## config.mk

```make
export PLATFORM = sky130hd
export DESIGN_NAME = rr_grant_sequencer_flat
export DESIGN_NICKNAME = d
export VERILOG_FILES = /design/src/rtl/rr_grant_if.sv /design/src/rtl/rr_grant_sequencer.sv /design/src/flat_wrapper.sv
export SDC_FILE = /design/constraint.sdc
export NUM_CORES = 1
export LEC_CHECK = 0
export ABC_AREA = 1
export CAP_MARGIN = 30
export CORE_UTILIZATION = 52
export DETAILED_ROUTE_END_ITERATION = 7
export GPL_TIMING_DRIVEN = 0
export PLACE_DENSITY = 0.78
export SETUP_SLACK_MARGIN = 0.3
export SLEW_MARGIN = 20
export SYNTH_ARGS = -nofsm -noshare
export SYNTH_HDL_FRONTEND = slang
export SYNTH_SLANG_ARGS = --single-unit
export TNS_END_PERCENT = 50
```

## constraint.sdc

```tcl
create_clock -name clk -period 2.6 [get_ports clk]
set_clock_uncertainty 0.1 [all_clocks]
set_input_delay 0.26 -clock clk [delete_from_list [all_inputs] [get_ports clk]]
set_output_delay 0.26 -clock clk [all_outputs]
set_load 0.05 [all_outputs]
```

## src/rtl/rr_grant_if.sv

```systemverilog
// rr_grant_if: request/release and grant signals between requesters and rr_grant_sequencer
interface rr_grant_if;
  logic [15:0] req;
  logic        done;
  logic [3:0]  grant_idx;
  logic        grant_vld;
  logic        busy;
  logic        timeout;
  modport master (output req, done, input grant_idx, grant_vld, busy, timeout);
  modport slave (input req, done, output grant_idx, grant_vld, busy, timeout);
endinterface

```

## src/rtl/rr_grant_sequencer.sv

```systemverilog
// rr_grant_sequencer: 16-way round-robin grant sequencer; define RR_GRANT_TIMEOUT_EN for MAX_HOLD forced release
module rr_grant_sequencer #(
  parameter int MAX_HOLD = 64
) (
  input logic       clk,
  input logic       rst_n,
  rr_grant_if.slave bus
);
  typedef enum logic [1:0] {IDLE, GRANT, GAP} state_t;
  state_t     state_q, state_d;
  logic [3:0] ptr_q, ptr_d, idx_q, idx_d, pick;
  logic [7:0] hold_q, hold_d;
  logic       vld_q, vld_d, busy_q, busy_d, to_q, to_d, rel, force_rel;
  if (MAX_HOLD < 1 || MAX_HOLD > 255) begin : g_bad_max_hold
    $error("MAX_HOLD must be in 1..255");
  end
  always_ff @(posedge clk) begin
    if (!rst_n) begin
      state_q <= IDLE;
      ptr_q   <= '0;
      idx_q   <= '0;
      hold_q  <= '0;
      vld_q   <= 1'b0;
      busy_q  <= 1'b0;
      to_q    <= 1'b0;
    end else begin
      state_q <= state_d;
      ptr_q   <= ptr_d;
      idx_q   <= idx_d;
      hold_q  <= hold_d;
      vld_q   <= vld_d;
      busy_q  <= busy_d;
      to_q    <= to_d;
    end
  end
  always_comb begin
    pick = ptr_q;
    for (int i = 15; i >= 0; i--)
      if (bus.req[ptr_q + 4'(i)]) pick = ptr_q + 4'(i);
    rel = bus.done || !bus.req[idx_q];
`ifdef RR_GRANT_TIMEOUT_EN
    force_rel = state_q == GRANT && !rel && hold_q == 8'(MAX_HOLD - 1);
`else
    force_rel = 1'b0;
`endif
    state_d = state_q == IDLE  ? (|bus.req ? GRANT : IDLE) :
              state_q == GRANT ? (rel || force_rel ? GAP : GRANT) : IDLE;
  end
  always_comb begin
    vld_d  = state_d == GRANT;
    busy_d = state_d != IDLE;
    to_d   = force_rel;
    idx_d  = state_q == IDLE && state_d == GRANT ? pick : idx_q;
    ptr_d  = state_q == GRANT && state_d == GAP ? idx_q + 4'd1 : ptr_q;
    hold_d = state_q != GRANT ? 8'd0 : hold_q + {7'd0, hold_q != 8'hFF};
  end
  assign bus.grant_idx = idx_q;
  assign bus.grant_vld = vld_q;
  assign bus.busy      = busy_q;
  assign bus.timeout   = to_q;
endmodule

```

## src/flat_wrapper.sv

```systemverilog
// flat-port wrapper written by rule: the top's interface ports become plain ports
module rr_grant_sequencer_flat 
#(
  parameter int MAX_HOLD = 64
)
  (clk, rst_n, bus_req, bus_done, bus_grant_idx, bus_grant_vld, bus_busy, bus_timeout);
  rr_grant_if bus_i ();
  input logic clk;
  input logic rst_n;
  input wire logic [$bits(bus_i.req)-1:0] bus_req;
  input wire logic [$bits(bus_i.done)-1:0] bus_done;
  output wire logic [$bits(bus_i.grant_idx)-1:0] bus_grant_idx;
  output wire logic [$bits(bus_i.grant_vld)-1:0] bus_grant_vld;
  output wire logic [$bits(bus_i.busy)-1:0] bus_busy;
  output wire logic [$bits(bus_i.timeout)-1:0] bus_timeout;
  assign bus_i.req = bus_req;
  assign bus_i.done = bus_done;
  assign bus_grant_idx = bus_i.grant_idx;
  assign bus_grant_vld = bus_i.grant_vld;
  assign bus_busy = bus_i.busy;
  assign bus_timeout = bus_i.timeout;
  rr_grant_sequencer #(.MAX_HOLD(MAX_HOLD)) u_core (.clk(clk), .rst_n(rst_n), .bus(bus_i));
endmodule
```

# ---- Yosys cells after proc, flatten, opt, wreduce, memory -nomap -nowiden
# Cells that the tools add are included.
dict set report totals {
  register_bits 12
  output_inout_bits 7
  wordCells 102
}
dict set report classes {
  add_sub_neg 16
  order_cmp 17
  n_eq_ne 3
  muxes 54
  reduce_logical 7
}
# cell n
set ops {}
lappend ops {{$lt A4 B5 Y1 const B} 17}
lappend ops {{$bmux W1 S4} 17}
lappend ops {{$mux W4} 16}
lappend ops {{$add A4 B4 Y4 const B} 8}
lappend ops {{$mux W1} 18}
lappend ops {{$add A4 B3 Y4 const B} 4}
lappend ops {{$reduce_or A16 Y1} 1}
lappend ops {{$add A4 B1 Y4 const B} 2}
lappend ops {{$add A4 B2 Y4 const B} 2}
lappend ops {{$mux W2} 3}
lappend ops {{$eq A2 B1 Y1 const B} 2}
lappend ops {{$eq A2 B2 Y1 const B} 1}
lappend ops {{$logic_and A1 B1 Y1} 2}
lappend ops {{$logic_not A2 Y1} 1}
lappend ops {{$reduce_bool A2 Y1} 1}
lappend ops {{$logic_not A1 Y1} 1}
lappend ops {{$logic_or A1 B1 Y1} 1}

# ---- Longest topological paths before layout
dict set report logic_depth {
  depth_word 19
  mapped_depth 28
}

# ---- Worst setup path before layout
# No wires, ideal clock.
dict set report synth_path {
  path_type {register to register}
  from {register u_core.ptr_q[1]}
  to {register u_core.idx_q[0] (netlist: u_core.bus.grant_idx[0])}
  setup_time_ps 109
  arrival_time_ps 2580
  required_ps 2391
  path_slack_ps -189
  stages_incl_launch_ff 26
  synth_period_minus_slack_ps 2789
  cell_sequence {dfxtp_1 > inv_2 > buf_2 > ha_1 > buf_1 > nand3_1 > nand3_1 > nand3_1 > nand2_1 > nor2_1 > o21bai_1 > nand2_1 > nand2_1 > nand2_1 > nand2_1 > nand2_1 > nand2_1 > nand2_1 > nand2_1 > nand2_1 > nand2_1 > nand2_1 > nand3_1 > nand3_1 > nand2_1 > inv_1}
}
dict set report synth_between {
  elab_chain_len 19
}
# item line_no
set synth_lines {}
lappend synth_lines {{start, declared} rr_grant_sequencer.sv:11} ;# logic [3:0] ptr_q, ptr_d, idx_q, idx_d, pick;
lappend synth_lines {{start signal, assigned} rr_grant_sequencer.sv:28} ;# ptr_q <= ptr_d;
lappend synth_lines {{$add A4 B4 Y4} rr_grant_sequencer.sv:39} ;# if (bus.req[ptr_q + 4'(i)]) pick = ptr_q + 4'(i);
lappend synth_lines {{$bmux W1 S4} rr_grant_sequencer.sv:39}
lappend synth_lines {{$mux W1 (implied by the code)} rr_grant_sequencer.sv:39}
lappend synth_lines {{$mux W4 (15 in a row)} rr_grant_sequencer.sv:39}
lappend synth_lines {{$mux W4 (*)} rr_grant_sequencer.sv:39}
lappend synth_lines {{end signal, assigned} rr_grant_sequencer.sv:29} ;# idx_q <= idx_d;
lappend synth_lines {{end, declared} rr_grant_sequencer.sv:11}
# Every way passes the cells marked *; elsewhere a longest branch is shown, timed or not. The select of a mux whose other input is x is not followed.
# A chain may end at the register's enable or synchronous reset.

# ---- Worst setup path after layout
dict set report layout_path {
  from {register u_core.ptr_q[2]}
  to {register u_core.idx_q[2] (netlist: u_core.bus.grant_idx[2])}
}
# Same word-level chain as after synthesis.

==> results.md <==
| Item | This run |
|:---|:---|
| Total wire length after detailed routing | 9410 um |
| Clock transition at the register clock pins on the worst setup and hold paths after CTS | 0.06 ns |
| Count of state elements after synthesis | 12 |
| Ant. Diodes | 0 |
| Net count of the mapped netlist | 470 |
| Maximum Capacitance Violations | 0 |
| Crit. Startpoint | u_core.ptr_q[2]$_SDFFE_PN0P_ |
| Maximum operating frequency | 361 MHz |
| Final HPWL DP | 5670 um |
| Post-synthesis to final-layout area growth | 50.6% |
| GR Util met2 | 0.623 |
| Router iterations before antenna repair | 6 |
| Most frequent cells in the layout | 159 x sky130_fd_sc_hd__nand2_1, 49 x sky130_fd_sc_hd__inv_1, 44 x sky130_fd_sc_hd__a21oi_1, 44 x sky130_fd_sc_hd__nand3_1, 35 x sky130_fd_sc_hd__buf_4 |
| Clock buffers created by TritonCTS | 3 |
| Violations in the final reports | negative setup slack |
| Final worst slack | -0.167 ns |
| Drt via density | 5.90 |
| Final min period | 2.77 ns |
| Final-layout worst hold slack | 0.493 ns |
| Critical register-to-register path endpoint | u_core.bus.grant_idx[2]$_SDFFE_PN0P_ |
| Data required time at the worst endpoint | 2.68 ns |
| Number of max-slew violations in the final report | 0 |
| Initial antenna violation count | 0 |
| Slew at the pin with the worst max-slew slack | 0.521 ns |
| Instance count along the most critical hold path | 3 |
| Total of warnings raised by yosys | 0 |
| Area of the mapped netlist | 0.00226 sq mm |
| Cts-stage hold buffer count | 0 |
| Fraction of final layout cells with drive strength greater than 1 | 0.245 |
| Top cells by area in the synthesized netlist | sky130_fd_sc_hd__nand2_1 29%, sky130_fd_sc_hd__nand3_1 16%, sky130_fd_sc_hd__dfxtp_1 11%, sky130_fd_sc_hd__a21oi_1 10%, sky130_fd_sc_hd__inv_1 9.0% |
| Vias after detailed routing | 3,283 |
| Count of pins on the block boundary | 26 |
| Total Routing Usage GR | 0.376 |
| Worst setup path endpoint | u_core.bus.grant_idx[2]$_SDFFE_PN0P_ |
| CTS tree | yes |
| Highest-utilization routing layer at the global route stage | met2 |
| H-tree level count | 1 |
| Worst Path Arrival | 2.84 ns |
| CTS root buf | sky130_fd_sc_hd__clkbuf_8 |
| Synthesized instance count | 443 |
| Setup Crit Path Kind | register to register |
| Run status | finished, violations left |
| Met1 usage | 0.474 |
| Vias in the first global route | 2,871 |
| Final net count | 534 |
| Number of failing hold endpoints at the final stage | 0 |
| Overall overflow remaining after global route | 0 |
| Cell taking the most area after synthesis | sky130_fd_sc_hd__nand2_1 |
| Area occupied by multi-input gates | 0.00213 sq mm |
| Global-route wire length before repair | 13,100 um |
| Number of rows in the core area | 23 |
| Worst reg-to-reg setup slack | -0.17 ns |
| Maximum fanout along the worst path | 6 |
| Worst Hold Class | register to register |
| Type of origin of the critical path | register |
| Insertion delay of the later-clocked pin in the worst-skew pair | 0.24 ns |
| Maximum number of pins on one net before global-route repair | 11 |
| Slew headroom | 0.649 |
| Number of cells traversed by the worst register-to-register path | 26 |
| Final GP Congestion | 0.969 |
| Most common library cell in the layout ignoring fill and taps | sky130_fd_sc_hd__nand2_1 |
| Floorplan core area | 0.00409 sq mm |
| Number of sinks on the clock net | 12 |
| Worst Setup End Kind | register |
| Floorplan die area | 0.00461 sq mm |
| Reg2reg start | u_core.ptr_q[2]$_SDFFE_PN0P_ |
| Post-route DRC violation count | 0 |
| Setup-violating endpoint count in the final report | 4 |
| Grt met3 use | 0.0767 |
| Sequential share of the synthesized area | 0.106 |
| Register cell area after layout | 249 sq um |
| Chip width | 67.9 um |
| Wirelength per Cell | 16.9 um |
| Effective utilization at floorplan | 0.552 |
| Count of buffers inserted at the top-level ports | 24 |
| Post-route antenna net violation count | 0 |
| Post-placement setup slack | -0.248 ns |
| Yosys top cell area share | 0.291 |
| Unrepaired setup endpoints after global routing | true |
| Unique masters post-synth | 29 |
| Iter 0 DRT Violations | 412 |
| Max clock buf depth | 2 |
| Mean instance size in the synthesized netlist | 5.09 sq um |
| Filler Cells Inserted | 302 |
| Finished Core Util | 0.831 |
| Period utilisation layout | 1.06 |
| Die height | 67.9 um |
==> Yosys cell counts <==
cell type and n:
sky130_fd_sc_hd__nand4_1 1, sky130_fd_sc_hd__xor2_1 6, sky130_fd_sc_hd__buf_1 1, sky130_fd_sc_hd__nor4_1 2, sky130_fd_sc_hd__nor3_1 1, sky130_fd_sc_hd__nand2_1 175, sky130_fd_sc_hd__o31ai_1 1, sky130_fd_sc_hd__o21bai_1 1
sky130_fd_sc_hd__xor2_2 1, sky130_fd_sc_hd__conb_1 1, sky130_fd_sc_hd__nor2_1 13, sky130_fd_sc_hd__o211ai_1 4, sky130_fd_sc_hd__nand3_1 70, sky130_fd_sc_hd__inv_1 54, sky130_fd_sc_hd__buf_4 3, sky130_fd_sc_hd__inv_2 4
sky130_fd_sc_hd__o21ai_0 16, sky130_fd_sc_hd__clkbuf_1 3, sky130_fd_sc_hd__buf_2 4, sky130_fd_sc_hd__xnor2_4 1, sky130_fd_sc_hd__buf_6 3, sky130_fd_sc_hd__and3_1 1, sky130_fd_sc_hd__a21oi_1 47, sky130_fd_sc_hd__nand2_2 4
sky130_fd_sc_hd__dfxtp_1 12, sky130_fd_sc_hd__a21o_1 1, sky130_fd_sc_hd__o21a_1 1, sky130_fd_sc_hd__ha_1 8, sky130_fd_sc_hd__o21ai_1 4
==> worst min-delay path by stage <==
stage,startpoint,slack (ns),endpoint
after detailed placement,u_core.state_q[1]$_SDFF_PN0_,0.47,u_core.state_q[0]$_SDFF_PN0_
final,u_core.state_q[1]$_SDFF_PN0_,0.49,u_core.bus.grant_vld$_SDFF_PN0_
after floorplan,rst_n,0.29,u_core.ptr_q[0]$_SDFFE_PN0P_
after CTS,u_core.state_q[1]$_SDFF_PN0_,0.51,u_core.bus.grant_vld$_SDFF_PN0_
after global routing,u_core.state_q[0]$_SDFF_PN0_,0.53,u_core.state_q[1]$_SDFF_PN0_
after global placement,u_core.state_q[1]$_SDFF_PN0_,0.46,u_core.state_q[0]$_SDFF_PN0_
==> stage by stage <==
stage               setup TNS (ns)  area [sq um]  std cells
floorplan                        0          2400        443
finish                      -0.491          3400        556
detailed placement          -0.813          2700        517
global placement            -0.725          2700        517
CTS                         -0.193          3110        552
global route                 -1.32          3400        556
==> routing by layer <==
layer	part of all wire	wire length, um
met1	0.37	3450
met4	0.041	386
met3	0.11	1080
met5	0	0
met2	0.48	4490
==> critical path, stage by stage, from the launching register on <==
cell and delay (ns):
sky130_fd_sc_hd__dfxtp_2 0.35, sky130_fd_sc_hd__buf_8 0.11, sky130_fd_sc_hd__inv_2 0.05, sky130_fd_sc_hd__buf_8 0.13, sky130_fd_sc_hd__ha_4 0.33, sky130_fd_sc_hd__inv_6 0.06
sky130_fd_sc_hd__nand3_1 0.13, sky130_fd_sc_hd__nand2_2 0.10, sky130_fd_sc_hd__nand2_2 0.08, sky130_fd_sc_hd__nand2_2 0.10, sky130_fd_sc_hd__inv_1 0.08, sky130_fd_sc_hd__nand2_1 0.05
sky130_fd_sc_hd__o21ai_1 0.14, sky130_fd_sc_hd__nand2_1 0.10, sky130_fd_sc_hd__nand2_1 0.08, sky130_fd_sc_hd__nand2_1 0.05, sky130_fd_sc_hd__nand2_1 0.05, sky130_fd_sc_hd__nand2_1 0.04
sky130_fd_sc_hd__nand2_1 0.07, sky130_fd_sc_hd__nand2_1 0.05, sky130_fd_sc_hd__nand2_1 0.05, sky130_fd_sc_hd__nand2_1 0.06, sky130_fd_sc_hd__nand2_1 0.06, sky130_fd_sc_hd__nand2_1 0.04
sky130_fd_sc_hd__nand2_1 0.05, sky130_fd_sc_hd__nand2_1 0.06, sky130_fd_sc_hd__a21oi_2 0.11
==> sequential cells by signal (all words and copies together), names as in the netlist <==
| register | count |
|---|---|
| u_core.bus.grant_vld | 1 |
| u_core.bus.busy | 1 |
| u_core.state_q | 2 |
| u_core.bus.grant_idx | 4 |
| u_core.ptr_q | 4 |
==> area by class of cell <==
cell class,instances,share of cell area
plain buffers,14,0.0446
clock buffers,4,0.0133
inverters,58,0.0689
multi-input cells,359,0.627
flip-flops and latches,12,0.0733
well taps,50,0.0184
repair buffers,59,0.155
==> repair_timing <==
item	in CTS	in global routing
setup endpoints to repair	9	12
pin swaps	23	24
gates cloned	0	0
setup buffers	31	4
resized for setup	32	52
==> kinds of logic (layout without fill, tap and decap cells) <==
kind of cell / count (synthesis) / in the layout / share of synthesized area
fa+ha+maj: 8 / 8 / 0.0444
buf+inv: 72 / 135 / 0.137
simple gates: 267 / 267 / 0.493
flops: 12 / 12 / 0.106
xor+xnor: 8 / 8 / 0.0427
compound gates: 75 / 75 / 0.175
other cells: 1 / 1 / 0.00166
Power is not shown: default switching activity piles up to over one toggle a cycle in this logic, so the estimate is an artifact.
